$ cat src/rtl/cell_update_ctrl_pkg.sv
// Shared definitions for the cell update read-modify-write engine:
// default geometry, operation encodings, cell ceiling and FSM states.
package cell_update_ctrl_pkg;

  localparam int ADDR_W_DEF     = 11;
  localparam int DATA_W_DEF     = 4;
  localparam int DEPTH_DEF      = 1070;
  localparam int FIFO_DEPTH_DEF = 4;
  localparam int TIMEOUT_DEF    = 15;

  localparam logic OP_INC = 1'b0;
  localparam logic OP_SET = 1'b1;

  localparam int CELL_MAX = 15;

  typedef enum logic [3:0] {
    ST_IDLE     = 4'd0,
    ST_CHECK    = 4'd1,
    ST_RD_ISSUE = 4'd2,
    ST_RD_WAIT  = 4'd3,
    ST_WR_ISSUE = 4'd4,
    ST_WR_WAIT  = 4'd5,
    ST_WR_GAP   = 4'd6,
    ST_RESP     = 4'd7
  } state_t;

endpackage

$ cat src/rtl/cell_update_ctrl_req_fifo.sv
// Synchronous show-ahead request FIFO; pointers carry an extra wrap bit so
// full and empty are distinguished without a separate occupancy counter.
module req_fifo #(
  parameter int WIDTH = 16,
  parameter int DEPTH = 4
) (
  input  logic             clka,
  input  logic             rst_n,
  input  logic             i_push,
  input  logic [WIDTH-1:0] i_wdata,
  input  logic             i_pop,
  output logic [WIDTH-1:0] o_rdata,
  output logic             o_full,
  output logic             o_empty
);

  localparam int PTR_W = $clog2(DEPTH);

  logic [WIDTH-1:0] r_mem [DEPTH];
  logic [PTR_W:0]   r_wptr;
  logic [PTR_W:0]   r_rptr;

  always_ff @(posedge clka or posedge rst_n) begin
    if (rst_n) begin
      r_wptr <= '0;
      r_rptr <= '0;
    end else begin
      if (i_push) r_wptr <= r_wptr + 1'b1;
      if (i_pop)  r_rptr <= r_rptr + 1'b1;
    end
  end

  // A push into a full FIFO is only issued alongside a pop, so overwriting the
  // head slot is safe: the head is consumed by the same edge.
  always_ff @(posedge clka) begin
    if (i_push) r_mem[r_wptr[PTR_W-1:0]] <= i_wdata;
  end

  assign o_rdata = r_mem[r_rptr[PTR_W-1:0]];
  assign o_empty = (r_wptr == r_rptr);
  assign o_full  = (r_wptr[PTR_W] != r_rptr[PTR_W]) &&
                   (r_wptr[PTR_W-1:0] == r_rptr[PTR_W-1:0]);

endmodule

$ cat src/rtl/cell_update_ctrl.sv
// Read-modify-write engine in front of the dual-port cell RAM: one queued
// update at a time is read on port A, modified, written on port B, answered.
module cell_update_ctrl
  import cell_update_ctrl_pkg::*;
#(
  parameter int ADDR_W     = ADDR_W_DEF,
  parameter int DATA_W     = DATA_W_DEF,
  parameter int DEPTH      = DEPTH_DEF,
  parameter int FIFO_DEPTH = FIFO_DEPTH_DEF,
  parameter int TIMEOUT    = TIMEOUT_DEF
) (
  input  logic              clka,
  input  logic              rst_n,
  input  logic              i_req_valid,
  output logic              o_req_ready,
  input  logic              i_req_op,
  input  logic [ADDR_W-1:0] i_req_addr,
  input  logic [DATA_W-1:0] i_req_data,
  output logic              o_resp_valid,
  output logic              o_resp_err,
  output logic [DATA_W-1:0] o_resp_old,
  output logic [DATA_W-1:0] o_resp_new,
  output logic              o_ena,
  output logic [ADDR_W-1:0] o_addra,
  input  logic [DATA_W-1:0] i_doa,
  input  logic              i_doa_valid,
  output logic              o_enb,
  output logic              o_web,
  output logic [ADDR_W-1:0] o_addrb,
  output logic [DATA_W-1:0] o_dib,
  input  logic              i_dob_valid
);

  localparam int                REQ_W      = 1 + ADDR_W + DATA_W;
  localparam logic [ADDR_W-1:0] LAST_ADDR  = ADDR_W'(DEPTH - 1);
  localparam logic [DATA_W-1:0] CELL_MAX_W = DATA_W'(CELL_MAX);
  localparam logic [3:0]        TIMEOUT_W  = 4'(TIMEOUT);

  state_t            r_state;
  logic              r_op;
  logic [ADDR_W-1:0] r_addr;
  logic [DATA_W-1:0] r_data;
  logic [3:0]        r_wait_cnt;
  logic              r_ena;
  logic [ADDR_W-1:0] r_addra;
  logic              r_enb;
  logic [ADDR_W-1:0] r_addrb;
  logic [DATA_W-1:0] r_dib;
  logic              r_resp_valid;
  logic              r_resp_err;
  logic [DATA_W-1:0] r_resp_old;
  logic [DATA_W-1:0] r_resp_new;

  logic              w_push;
  logic              w_pop;
  logic              w_full;
  logic              w_empty;
  logic [REQ_W-1:0]  w_head;
  logic              w_head_op;
  logic [ADDR_W-1:0] w_head_addr;
  logic [DATA_W-1:0] w_head_data;
  logic [DATA_W-1:0] w_new_val;
  logic [3:0]        w_cnt_next;
  logic              w_timeout;

  // Ready is held low while reset is asserted; a full FIFO still accepts when
  // the FSM pops in the same cycle.
  assign w_pop       = (r_state == ST_IDLE) && !w_empty;
  assign o_req_ready = !rst_n && (!w_full || w_pop);
  assign w_push      = i_req_valid && o_req_ready;

  req_fifo #(
    .WIDTH (REQ_W),
    .DEPTH (FIFO_DEPTH)
  ) u_req_fifo (
    .clka    (clka),
    .rst_n   (rst_n),
    .i_push  (w_push),
    .i_wdata ({i_req_op, i_req_addr, i_req_data}),
    .i_pop   (w_pop),
    .o_rdata (w_head),
    .o_full  (w_full),
    .o_empty (w_empty)
  );

  assign {w_head_op, w_head_addr, w_head_data} = w_head;

  // Increment saturates at the cell ceiling instead of wrapping to zero.
  assign w_new_val  = (r_op == OP_SET) ? r_data :
                      ((i_doa == CELL_MAX_W) ? i_doa : i_doa + 1'b1);
  assign w_cnt_next = (r_wait_cnt == 4'hF) ? r_wait_cnt : r_wait_cnt + 4'd1;
  assign w_timeout  = (w_cnt_next == TIMEOUT_W);

  always_ff @(posedge clka or posedge rst_n) begin
    if (rst_n) begin
      r_state      <= ST_IDLE;
      r_op         <= 1'b0;
      r_addr       <= '0;
      r_data       <= '0;
      r_wait_cnt   <= '0;
      r_ena        <= 1'b0;
      r_addra      <= '0;
      r_enb        <= 1'b0;
      r_addrb      <= '0;
      r_dib        <= '0;
      r_resp_valid <= 1'b0;
      r_resp_err   <= 1'b0;
      r_resp_old   <= '0;
      r_resp_new   <= '0;
    end else begin
      case (r_state)
        ST_IDLE: begin
          if (!w_empty) begin
            r_op    <= w_head_op;
            r_addr  <= w_head_addr;
            r_data  <= w_head_data;
            r_state <= ST_CHECK;
          end
        end
        ST_CHECK: begin
          if (r_addr > LAST_ADDR) begin
            r_resp_err   <= 1'b1;
            r_resp_old   <= '0;
            r_resp_new   <= '0;
            r_resp_valid <= 1'b1;
            r_state      <= ST_RESP;
          end else begin
            r_ena   <= 1'b1;
            r_addra <= r_addr;
            r_state <= ST_RD_ISSUE;
          end
        end
        ST_RD_ISSUE: begin
          r_ena      <= 1'b0;
          r_wait_cnt <= '0;
          r_state    <= ST_RD_WAIT;
        end
        ST_RD_WAIT: begin
          if (i_doa_valid) begin
            r_resp_old <= i_doa;
            r_resp_new <= w_new_val;
            r_enb      <= 1'b1;
            r_addrb    <= r_addr;
            r_dib      <= w_new_val;
            r_state    <= ST_WR_ISSUE;
          end else if (w_timeout) begin
            r_resp_err   <= 1'b1;
            r_resp_old   <= '0;
            r_resp_new   <= '0;
            r_resp_valid <= 1'b1;
            r_state      <= ST_RESP;
          end else begin
            r_wait_cnt <= w_cnt_next;
          end
        end
        ST_WR_ISSUE: begin
          r_enb      <= 1'b0;
          r_wait_cnt <= '0;
          r_state    <= ST_WR_WAIT;
        end
        // An aborted write keeps the computed value in resp_new.
        ST_WR_WAIT: begin
          if (i_dob_valid) begin
            r_state <= ST_WR_GAP;
          end else if (w_timeout) begin
            r_resp_err   <= 1'b1;
            r_resp_valid <= 1'b1;
            r_state      <= ST_RESP;
          end else begin
            r_wait_cnt <= w_cnt_next;
          end
        end
        ST_WR_GAP: begin
          r_resp_valid <= 1'b1;
          r_state      <= ST_RESP;
        end
        ST_RESP: begin
          r_resp_valid <= 1'b0;
          r_resp_err   <= 1'b0;
          r_state      <= ST_IDLE;
        end
        default: begin
          r_state <= ST_IDLE;
        end
      endcase
    end
  end

  assign o_ena        = r_ena;
  assign o_addra      = r_addra;
  assign o_enb        = r_enb;
  assign o_web        = r_enb;
  assign o_addrb      = r_addrb;
  assign o_dib        = r_dib;
  assign o_resp_valid = r_resp_valid;
  assign o_resp_err   = r_resp_err;
  assign o_resp_old   = r_resp_old;
  assign o_resp_new   = r_resp_new;

endmodule

$ cat config.mk
export PLATFORM = sky130hd
export DESIGN_NAME = cell_update_ctrl
export DESIGN_NICKNAME = d
export VERILOG_FILES = /design/src/rtl/cell_update_ctrl_pkg.sv /design/src/rtl/cell_update_ctrl_req_fifo.sv /design/src/rtl/cell_update_ctrl.sv
export SDC_FILE = /design/constraint.sdc
export NUM_CORES = 1
export LEC_CHECK = 0
export CAP_MARGIN = 20
export CORE_MARGIN = 8
export CORE_UTILIZATION = 60
export DETAILED_ROUTE_END_ITERATION = 6
export PLACE_DENSITY = 0.85
export SLEW_MARGIN = 20
export SYNTH_ARGS = -nofsm -noshare
export SYNTH_HDL_FRONTEND = slang
export SYNTH_HIERARCHICAL = 1
export SYNTH_SLANG_ARGS = --single-unit
$ cat constraint.sdc
create_clock -name clka -period 4.8 [get_ports clka]
set_clock_uncertainty 0.1 [all_clocks]
set_input_delay 0.96 -clock clka [delete_from_list [all_inputs] [get_ports clka]]
set_output_delay 0.96 -clock clka [all_outputs]
set_load 0.02 [all_outputs]
==> results of run 1 <==
==> worst paths after layout <==
path	startpoint	end	slack, ps	cells past startpoint
min	o_dib[1]$_DFFE_PP0P_	o_dib[1]$_DFFE_PP0P_	370	1
min reg2reg	o_dib[1]$_DFFE_PP0P_	o_dib[1]$_DFFE_PP0P_	370	1
min in group asynchronous	rst_n	u_req_fifo/r_wptr[0]$_DFFE_PP0P_	640	2
max reg2reg	u_req_fifo/r_rptr[1]$_DFFE_PP0P_	u_req_fifo/r_mem[3][6]$_DFFE_PP_	1380	8
max	u_req_fifo/r_rptr[1]$_DFFE_PP0P_	o_req_ready	640	7
max in group asynchronous	rst_n	o_resp_new[0]$_DFFE_PP0P_	2900	3
==> cells in the mapped netlist, types with 5 or more instances <==
cell type	n
dfrtp_1	68
edfxtp_1	64
nand2_1	43
mux2_2	28
inv_1	12
o21ai_0	11
buf_2	10
nor2_1	10
a21oi_1	8
mux4_1	8
mux4_2	8
a21o_1	7
a31oi_1	7
ha_1	7
a22o_1	6
xor2_1	6
and2_1	5
clkbuf_1	5
nand3_1	5
==> area by class of cell <==
type,count,share of cell area (%)
sequential,132,53.60
multi-input combinational,205,25.19
timing repair buffer,67,9.809
clock buffer,17,6.126
clock inverter,15,2.499
tap,111,2.054
inverter,13,0.7218
==> state kept, by name, summed over array words and instances, names as in the netlist <==
name and count:
r_data 4, o_addra 11, o_ena 1, r_addr 11, o_resp_old 4, r_op 1, o_resp_new 4, o_resp_err 1
o_resp_valid 1, u_req_fifo/r_wptr 3, o_addrb 11, u_req_fifo/r_rptr 3, r_wait_cnt 4, u_req_fifo/r_mem 64, r_state 4, o_enb 1
o_dib 4
==> report_power, final <==
group	leakage (nW)	switching, mW	internal, mW	total, mW
clock	0.290	0.510	0.752	1.26
combinational	1.01	0.697	0.736	1.43
sequential	1.43	0.284	1.52	1.81
total	2.72	1.49	3.01	4.50
==> per-layer routing <==
layer	GRT usage (%)	up-vias	wire [microns]
met5	0	-	0
met4	7.384	0	88
met3	6.169	10	588
met2	29.97	113	5535
met1	23.31	1674	4900
li1	-	1512	-
==> placed cells by master (no fill, tap or decap), types with 5 or more instances in the layout <==
cell type        instances
dfrtp_1                 68
clkdlybuf4s50_1         64
edfxtp_1                64
nand2_1                 43
mux2_2                  28
clkbuf_16               16
inv_1                   11
o21ai_0                 11
nor2_1                  10
a21oi_1                  8
mux4_2                   8
mux4_1                   8
a21o_1                   7
a31oi_1                  7
ha_1                     7
xor2_1                   6
a22o_1                   6
nand3_1                  5
and2_1                   5
inv_6                    5
clkinv_4                 5
==> kinds of logic (layout without fill, tap and decap cells) <==
group	Yosys count	count (layout)	synth area share [%]
adders and majority gates	9	9	1.958
buffers and inverters	33	112	3.052
DFF	132	132	65.95
AOI/OAI and AO/OA	57	57	7.174
other	1	1	0.06826
xor gates and xnor gates	9	9	1.435
muxes	47	47	13.39
and+or+nand+nor	82	82	6.969
==> results by group, run 1 <==
Logic synthesis
  – Cell count after synthesis: 370
  – Syn_area_per_cell: 14.85 sq um
  – Leading post-synthesis cells by cell area: edfxtp_1 (35%), dfrtp_1 (31%), mux2_2 (5.7%)
  – Yosys reg bits: 132
  – Register area share after synthesis: 65.95%
  – Post-Syn Area: 0.005494 sq mm
  – Synth area leader: edfxtp_1
  – Yosys warns: 6
  – Ys flop type: dfrtp_1
  – Post-synth EDFFs: 64
  – Share of the synthesized area in the top cell type: 34.98%
  – Mapped Nets: 402
  – Async SR Flop Fraction: 51.52%
  – Count of cell types in the netlist: 53

Timing
  – Hold Slack: 374.2 ps
  – Tcrit/Tclk final: 86.68%
  – Slew Limit Headroom: 40.22%
  – Shortest period the worst path allows: 4161 ps
  – Final hold violation count: 0
  – Maximum clock rate: 240.3 MHz
  – # setup viols final: 0
  – Worst slew pin tran: 896.7 ps
  – RSZ-0062 raised after global routing: false
  – PnR worst setup slack: 639.3 ps
  – Post-route setup TNS: 0 ps
  – Slew Viols, Final: 0

Route
  – Via/cell ratio: 5.909
  – Total wire length: 11.11 mm
  – Post-DRT Antenna Nets: 0
  – DRC viols: 0
  – Avg WL per Cell: 19.84 microns
  – DRT Pass-1 Iters: 5
  – Total number of vias: 3,309
  – Initial drt markers: 222

GRT
  – Total track usage: 18.80%
  – Gr ovfl total: 0
  – Vias in the first global route: 3,407
  – First-pass GRT wire length: 18.15 mm
  – Initial antenna violation count: 0
  – Largest net degree at the start of global routing: 44

Finish
  – Total area of sequential cells: 0.003623 sq mm
  – Total Nets Final: 468
  – Synthesis-to-finish area growth: 23.05%
  – # diodes: 0
  – Core Util, Final: 74.58%
  – Final instance area: 0.006760 sq mm
  – Multi-input gate area: 0.001703 sq mm
  – Cell Count, Final, Fillers Out: 560
  – Fillers: 551
  – Share of cells above drive strength 1: 16.70%

Setup path
  – Critical path launch point type: flip-flop
  – Crit path arrival time: 3100 ps
  – Bufs and invs on worst path: 3
  – Worst Path Required: 3740 ps
  – Top delay family on crit path: buffers and inverters
  – Crit end category: primary output
  – WS Path Type: reg2out
  – Critical-path cell list: xor2_1 > nor3b_1 > and3b_1 > buf_4 > inv_1 > a21oi_1 > clkdlybuf4s50_1
  – Worst path max stage delay: 830 ps
  – Crit-path max FO: 21
  – Critical path's slowest cell: dfrtp_1

Floorplanning
  – Die Span Y: 111.7 microns
  – Initial Utilization: 60.61%
  – Core footprint: 0.009065 sq mm
  – Top Ports: 65
  – Rows: 35
  – Die X: 111.7 microns
  – Die Footprint: 0.01247 sq mm

Power
  – Worst VDD drop: 0.4365 mV
  – PD cells: 665.8 mW/mm^2
  – Tot Pwr: 4.501 mW
  – Pleak: 2.724 nW

Placed design
  – Area after DPL: 0.006177 sq mm
  – Pre-CTS setup slack: 1184 ps
  – Number of port buffers: 64
  – GP Congestion: 0.8824
  – DP Wirelength: 7.392 mm
  – # placed instances: 528

Clock tree
  – # resized after CTS: 0
  – CTS tree: built
  – Clk sinks: 132
  – CTS Buffer Depth: 2
  – Worst-skew pair later-pin latency: 530 ps
  – Setup Buffers After CTS: 0
  – Hold_buf cts: 0
  – H-tree Lvls: 4
  – CTS root buf: clkbuf_8
  – Clock-pin slew on the worst setup and hold paths: 60 ps
  – CTS Buf Count: 17

Status
  – Status: completed

Min path
  – Worst hold path class: reg2reg

Run
  – Max cap viols: 0
No activity file was read; power rests on OpenSTA's default activity.
==> run 2: changes to the inputs <==
--- a/config.mk
+++ b/config.mk
@@ -5,11 +5,12 @@
 export SDC_FILE = /design/constraint.sdc
 export NUM_CORES = 1
 export LEC_CHECK = 0
-export CAP_MARGIN = 20
+export CAP_MARGIN = 10
 export CORE_MARGIN = 8
 export CORE_UTILIZATION = 60
 export DETAILED_ROUTE_END_ITERATION = 6
 export PLACE_DENSITY = 0.85
+export SKIP_CTS_REPAIR_TIMING = 1
 export SLEW_MARGIN = 20
 export SYNTH_ARGS = -nofsm -noshare
 export SYNTH_HDL_FRONTEND = slang
==> results of run 2 <==
No change in the layout: final DEF, timing and power equal those of run 1.
==> run 3: changes to the inputs <==
--- a/config.mk
+++ b/config.mk
@@ -7,9 +7,10 @@
 export LEC_CHECK = 0
 export CAP_MARGIN = 10
 export CORE_MARGIN = 8
-export CORE_UTILIZATION = 60
+export CORE_UTILIZATION = 50
 export DETAILED_ROUTE_END_ITERATION = 6
-export PLACE_DENSITY = 0.85
+export PLACE_DENSITY = 0.75
+export SETUP_SLACK_MARGIN = 0.02
 export SKIP_CTS_REPAIR_TIMING = 1
 export SLEW_MARGIN = 20
 export SYNTH_ARGS = -nofsm -noshare
==> constraint.sdc (replaced) <==
create_clock -name clka -period 3.75 [get_ports clka]
set_clock_uncertainty 0.1 [all_clocks]
set_input_delay 0.75 -clock clka [delete_from_list [all_inputs] [get_ports clka]]
set_output_delay 0.75 -clock clka [all_outputs]
set_load 0.02 [all_outputs]
==> results by group, run 3 (synthesized netlist as in run 1, its figures left out) <==
Status
  – Status: completed

Floorplanning
  – Die X: 120.8 microns (+8.2%)
  – Die Footprint: 0.01460 sq mm (+17%)
  – Die Span Y: 120.8 microns (+8.2%)
  – Top Ports: 65 (unchanged)
  – Rows: 38 (+8.6%)
  – Core footprint: 0.01079 sq mm (+19%)
  – Initial Utilization: 50.90% (-9.7 points)

Setup path
  – Reg2Reg Setup Slack: 990 ps (-390 ps)
  – Reg2reg path depth: 8 (unchanged)
  – Crit end category: primary output
  – CP startpoint: u_req_fifo/r_rptr[1]$_DFFE_PP0P_
  – Origin of the critical flop-to-flop path: u_req_fifo/r_rptr[1]$_DFFE_PP0P_
  – Crit-path max FO: 19 (-9.5%)
  – Worst Path Required: 2900 ps (-840 ps)
  – Critical path launch point type: flip-flop
  – Critical-path cell list: buf_4 > xor2_1 > nor3b_1 > and3b_1 > inv_1 > a21oi_1 > clkdlybuf4s50_1
  – Reg-to-Reg End: u_req_fifo/r_mem[2][14]$_DFFE_PP_
  – WS Path Type: reg2out
  – Critical path's slowest cell: clkdlybuf4s50_1
  – Worst Setup EP: o_req_ready
  – Crit path arrival time: 2510 ps (-590 ps)
  – Worst path max stage delay: 630 ps (-200 ps)

Clock tree
  – CTS Buffer Depth: 2 (unchanged)
  – Worst-skew pair later-pin latency: 520 ps (about the same)
  – CTS Buf Count: 17 (unchanged)
  – Clk sinks: 132 (unchanged)
  – CTS root buf: clkbuf_8
  – CTS tree: built
  – Clock-pin slew on the worst setup and hold paths: 60 ps (about the same)
  – H-tree Lvls: 4 (unchanged)

Route
  – DRC viols: 0 (unchanged)
  – DRT Pass-1 Iters: 5 (unchanged)
  – Post-DRT Antenna Nets: 0 (unchanged)
  – Total wire length: 10.28 mm (-7.5%)
  – Total number of vias: 3,237 (-2.2%)
  – Via/cell ratio: 5.440 (-7.9%)
  – Initial drt markers: 260 (+17%)
  – Avg WL per Cell: 17.28 microns (-13%)

GRT
  – Total track usage: 14.93% (-3.9 points)
  – Largest net degree at the start of global routing: 37 (-16%)
  – First-pass GRT wire length: 16.90 mm (-6.9%)
  – Initial antenna violation count: 0 (unchanged)
  – Gr ovfl total: 0 (unchanged)
  – Vias in the first global route: 3,339 (-2.0%)

Power
  – Worst VDD drop: 0.3919 mV (-10%)
  – Tot Pwr: 5.718 mW (+27%)
  – Pleak: 2.744 nW (+0.75%)
  – PD cells: 836.0 mW/mm^2 (+26%)

Finish
  – Most common library cell in the layout ignoring fill and taps: dfrtp_1
  – Most frequent cells in the layout: dfrtp_1 (68), clkdlybuf4s50_1 (64), edfxtp_1 (64), nand2_1 (43), mux2_2 (28)
  – Synthesis-to-finish area growth: 24.48%
  – # diodes: 0 (unchanged)
  – Largest register FFs: 64 (unchanged)
  – Share of cells above drive strength 1: 17.58% (+0.88 points)
  – Total Nets Final: 474 (+1.3%)

Run
  – Max cap viols: 0 (unchanged)

Timing
  – Slew Limit Headroom: 49.22% (+9.0 points)
  – RSZ-0062 raised after global routing: false
  – Hold Slack: 371.6 ps (-2.534 ps)
  – Post-route setup TNS: 0 ps (unchanged)
  – Worst slew pin tran: 761.7 ps (-135.0 ps)
  – # setup viols final: 0 (unchanged)
  – Final hold violation count: 0 (unchanged)
  – Tcrit/Tclk final: 89.66%
  – PnR worst setup slack: 387.9 ps (-251.5 ps)
  – Shortest period the worst path allows: 3362 ps
  – Maximum clock rate: 297.4 MHz
  – Slew Viols, Final: 0 (unchanged)

Min path
  – Worst hold path class: reg2reg

Placed design
  – GP Congestion: 0.8578 (-2.8%)
  – Number of port buffers: 64 (unchanged)
  – Pre-CTS setup slack: 873.3 ps (-310.8 ps)
  – DP Wirelength: 7.155 mm (-3.2%)
## run 3: cell type report
cell class / count / area, sq um
fill: 803 / 3954
sequential: 132 / 3623
multi-input combinational: 205 / 1703
timing repair buffer: 73 / 708.2
clock buffer: 17 / 414.1
tap: 140 / 175.2
clock inverter: 15 / 166.4
inverter: 13 / 48.80
## run 3: per-layer routing
metal / wire length (microns) / GRT usage (%) / vias up / part of all wire [%]
met5: 0 / 0 / - / 0
met4: 122 / 6.011 / 0 / 1.2
met3: 520 / 5.128 / 12 / 5.1
met2: 5048 / 23.97 / 81 / 49
met1: 4589 / 18.12 / 1609 / 45
li1: - / - / 1535 / -
## run 3: how the worst min path moves through the flow
stage	startpoint	end	cells past startpoint
finish	o_dib[2]$_DFFE_PP0P_	o_dib[2]$_DFFE_PP0P_	2
global route	rst_n	r_addr[8]$_DFFE_PP0P_	2
CTS	rst_n	r_addr[8]$_DFFE_PP0P_	2
detailed placement	o_addrb[2]$_DFFE_PP0P_	o_addrb[2]$_DFFE_PP0P_	2
global placement	o_dib[2]$_DFFE_PP0P_	o_dib[2]$_DFFE_PP0P_	2
floorplan	r_addr[0]$_DFFE_PP0P_	o_addrb[0]$_DFFE_PP0P_	2
## run 3: through the flow
stage,instances,area [sq um],utilization [%]
after CTS,595,6839,63.37
final,595,6839,63.37
after global placement,563,6259,57.99
after floorplan,370,5494,-
after global routing,595,6839,63.37
after detailed placement,563,6259,57.99
## run 3: critical path: cells and delay by family (launching register included)
family	cells	cell delay (ps)
buf+inv	3	940
simple gates	2	350
flops	1	330
xor+xnor	1	220
compound gates	1	170
## run 3: power breakdown
group	switching (mW)	leakage (nW)	internal, mW
Sequential	0.314	1.43	1.95
Clock	0.640	0.279	0.961
Combinational	0.900	1.04	0.957
Total	1.85	2.74	3.86
==> patch: new RTL, settings of run 1 <==
The package constant `DEPTH_DEF` goes from 1070 to 535.
--- a/src/rtl/cell_update_ctrl_pkg.sv
+++ b/src/rtl/cell_update_ctrl_pkg.sv
@@ -4,7 +4,7 @@
 
   localparam int ADDR_W_DEF     = 11;
   localparam int DATA_W_DEF     = 4;
-  localparam int DEPTH_DEF      = 1070;
+  localparam int DEPTH_DEF      = 535;
   localparam int FIFO_DEPTH_DEF = 4;
   localparam int TIMEOUT_DEF    = 15;
 
Formal check against the unedited RTL: not equivalent (a bounded check fails within 4 cycles, from zero or initial values and one cycle with rst_n high).
==> patch against run 1 <==
- sequential cell count is the same
- hold slack gained 0.0089 ns
- total power up 3.0%
- wire length up 2.7%
- count of clock-buffer cells in the layout did not move
- combinational power up 3%
- setup slack got worse by 0.091 ns
- maximum frequency fell by 2.1%
- cell area up 2.2%
- area after synthesis grew 1.8%
- critical endpoint unchanged
- largest power group unchanged
==> patch: results (changes against run 1) <==
- The met2 wirelength from detailed routing came to 5722 um (was 5535 um).
- The number of nets produced by synthesis was 412 (was 402).
- The clock-cell share of area is 8.963% (was 8.625%).
- The HPWL after detailed placement is 7376 um (was 7392 um).
- The share of the final layout cell area in multi-input gates is 26.02% (was 25.19%).
- The largest net degree at the start of global routing is 63 (was 44).
- The source of the worst hold timing path is o_addrb[5] (was o_dib[1]).
- The count of fill cells added during filler insertion is 527 (was 551).
- The sequential-to-total area share from yosys stat is 64.77% (was 65.95%).
- The detailed-route wire length on metal 1 is 4681 um (was 4900 um).
- The proportion of layout cells with a drive suffix above 1 is 16.49% (was 16.70%).
- The arrival time of the worst setup path is 3.19 ns (was 3.10 ns).
- The final sequential cell count is 132 (unchanged).
- The number of inverters outside the clock class in the layout was 18 (was 13).
- The via count of the first global-routing pass is 3566 (was 3407).
- The data-path buffer share of cell area in the final layout is 9.596% (was 9.809%).
- The depth of the worst register-to-register path is 7 (was 8).
- The share of the synthesized netlist area taken by xor and xnor gates came to 1.096% (was 1.435%).
- The standard cell area after detailed placement is 6291 um^2 (was 6177 um^2).
- The wire length of the first global-routing pass is 18530 um (was 18150 um).
- The met1 track demand over resource in global routing is 22.86% (was 23.31%).
- The internal power is 3.113 mW (was 3.009 mW).
- The final weighted congestion of routability-driven global placement is 0.8474 (was 0.8824).
- The global router's overall resource usage is 19.08% (was 18.80%).
- The worst hold path stage count was 2 (was 1).
- The slack of the worst reg-to-reg path is 1.22 ns (was 1.38 ns).
- The power dissipated in the clock network is 1.33 mW (was 1.26 mW).
- The area share of the largest cell type after synthesis came to 34.35% (was 34.98%).
- The number of nets in the final layout was 480 (was 468).
- The first-iteration detailed-routing DRC count is 207 (was 222).
- The adder-cell share of the synthesized area is 1.745% (was 1.959%).
- Run status: completed (unchanged).
- The met3 track utilization from global routing was 5.958% (was 6.169%).
- The clock network latency to the later pin of the worst-skew pair is 0.51 ns (was 0.53 ns).
- The compound-gate portion of the synthesized area came to 7.851% (was 7.174%).
[patch: changes by cell type after synthesis, moves of 3 or more]
cell	delta
sky130_fd_sc_hd__mux2i_1	-3
sky130_fd_sc_hd__nor2b_1	+3
sky130_fd_sc_hd__buf_2	-3
sky130_fd_sc_hd__a21oi_1	-4
sky130_fd_sc_hd__nor2_1	-6
sky130_fd_sc_hd__nand2_1	+11
sky130_fd_sc_hd__mux2_4	+8
sky130_fd_sc_hd__a31oi_1	-5
sky130_fd_sc_hd__inv_1	+6
sky130_fd_sc_hd__a41oi_1	+3
sky130_fd_sc_hd__o211ai_1	+3
sky130_fd_sc_hd__mux2_2	-9
sky130_fd_sc_hd__a21o_1	-7
[patch: metrics by stage]
stage,hold slack (ns),utilization (%),worst slack [ns],std cells
finish,0.3831,75.50,0.5480,572
global route,0.4051,75.50,0.4379,572
CTS,0.3844,75.50,0.4910,572
detailed placement,0.3645,68.74,1.224,540
global placement,0.3601,68.74,1.325,540
floorplan,0.3617,-,0.9342,380
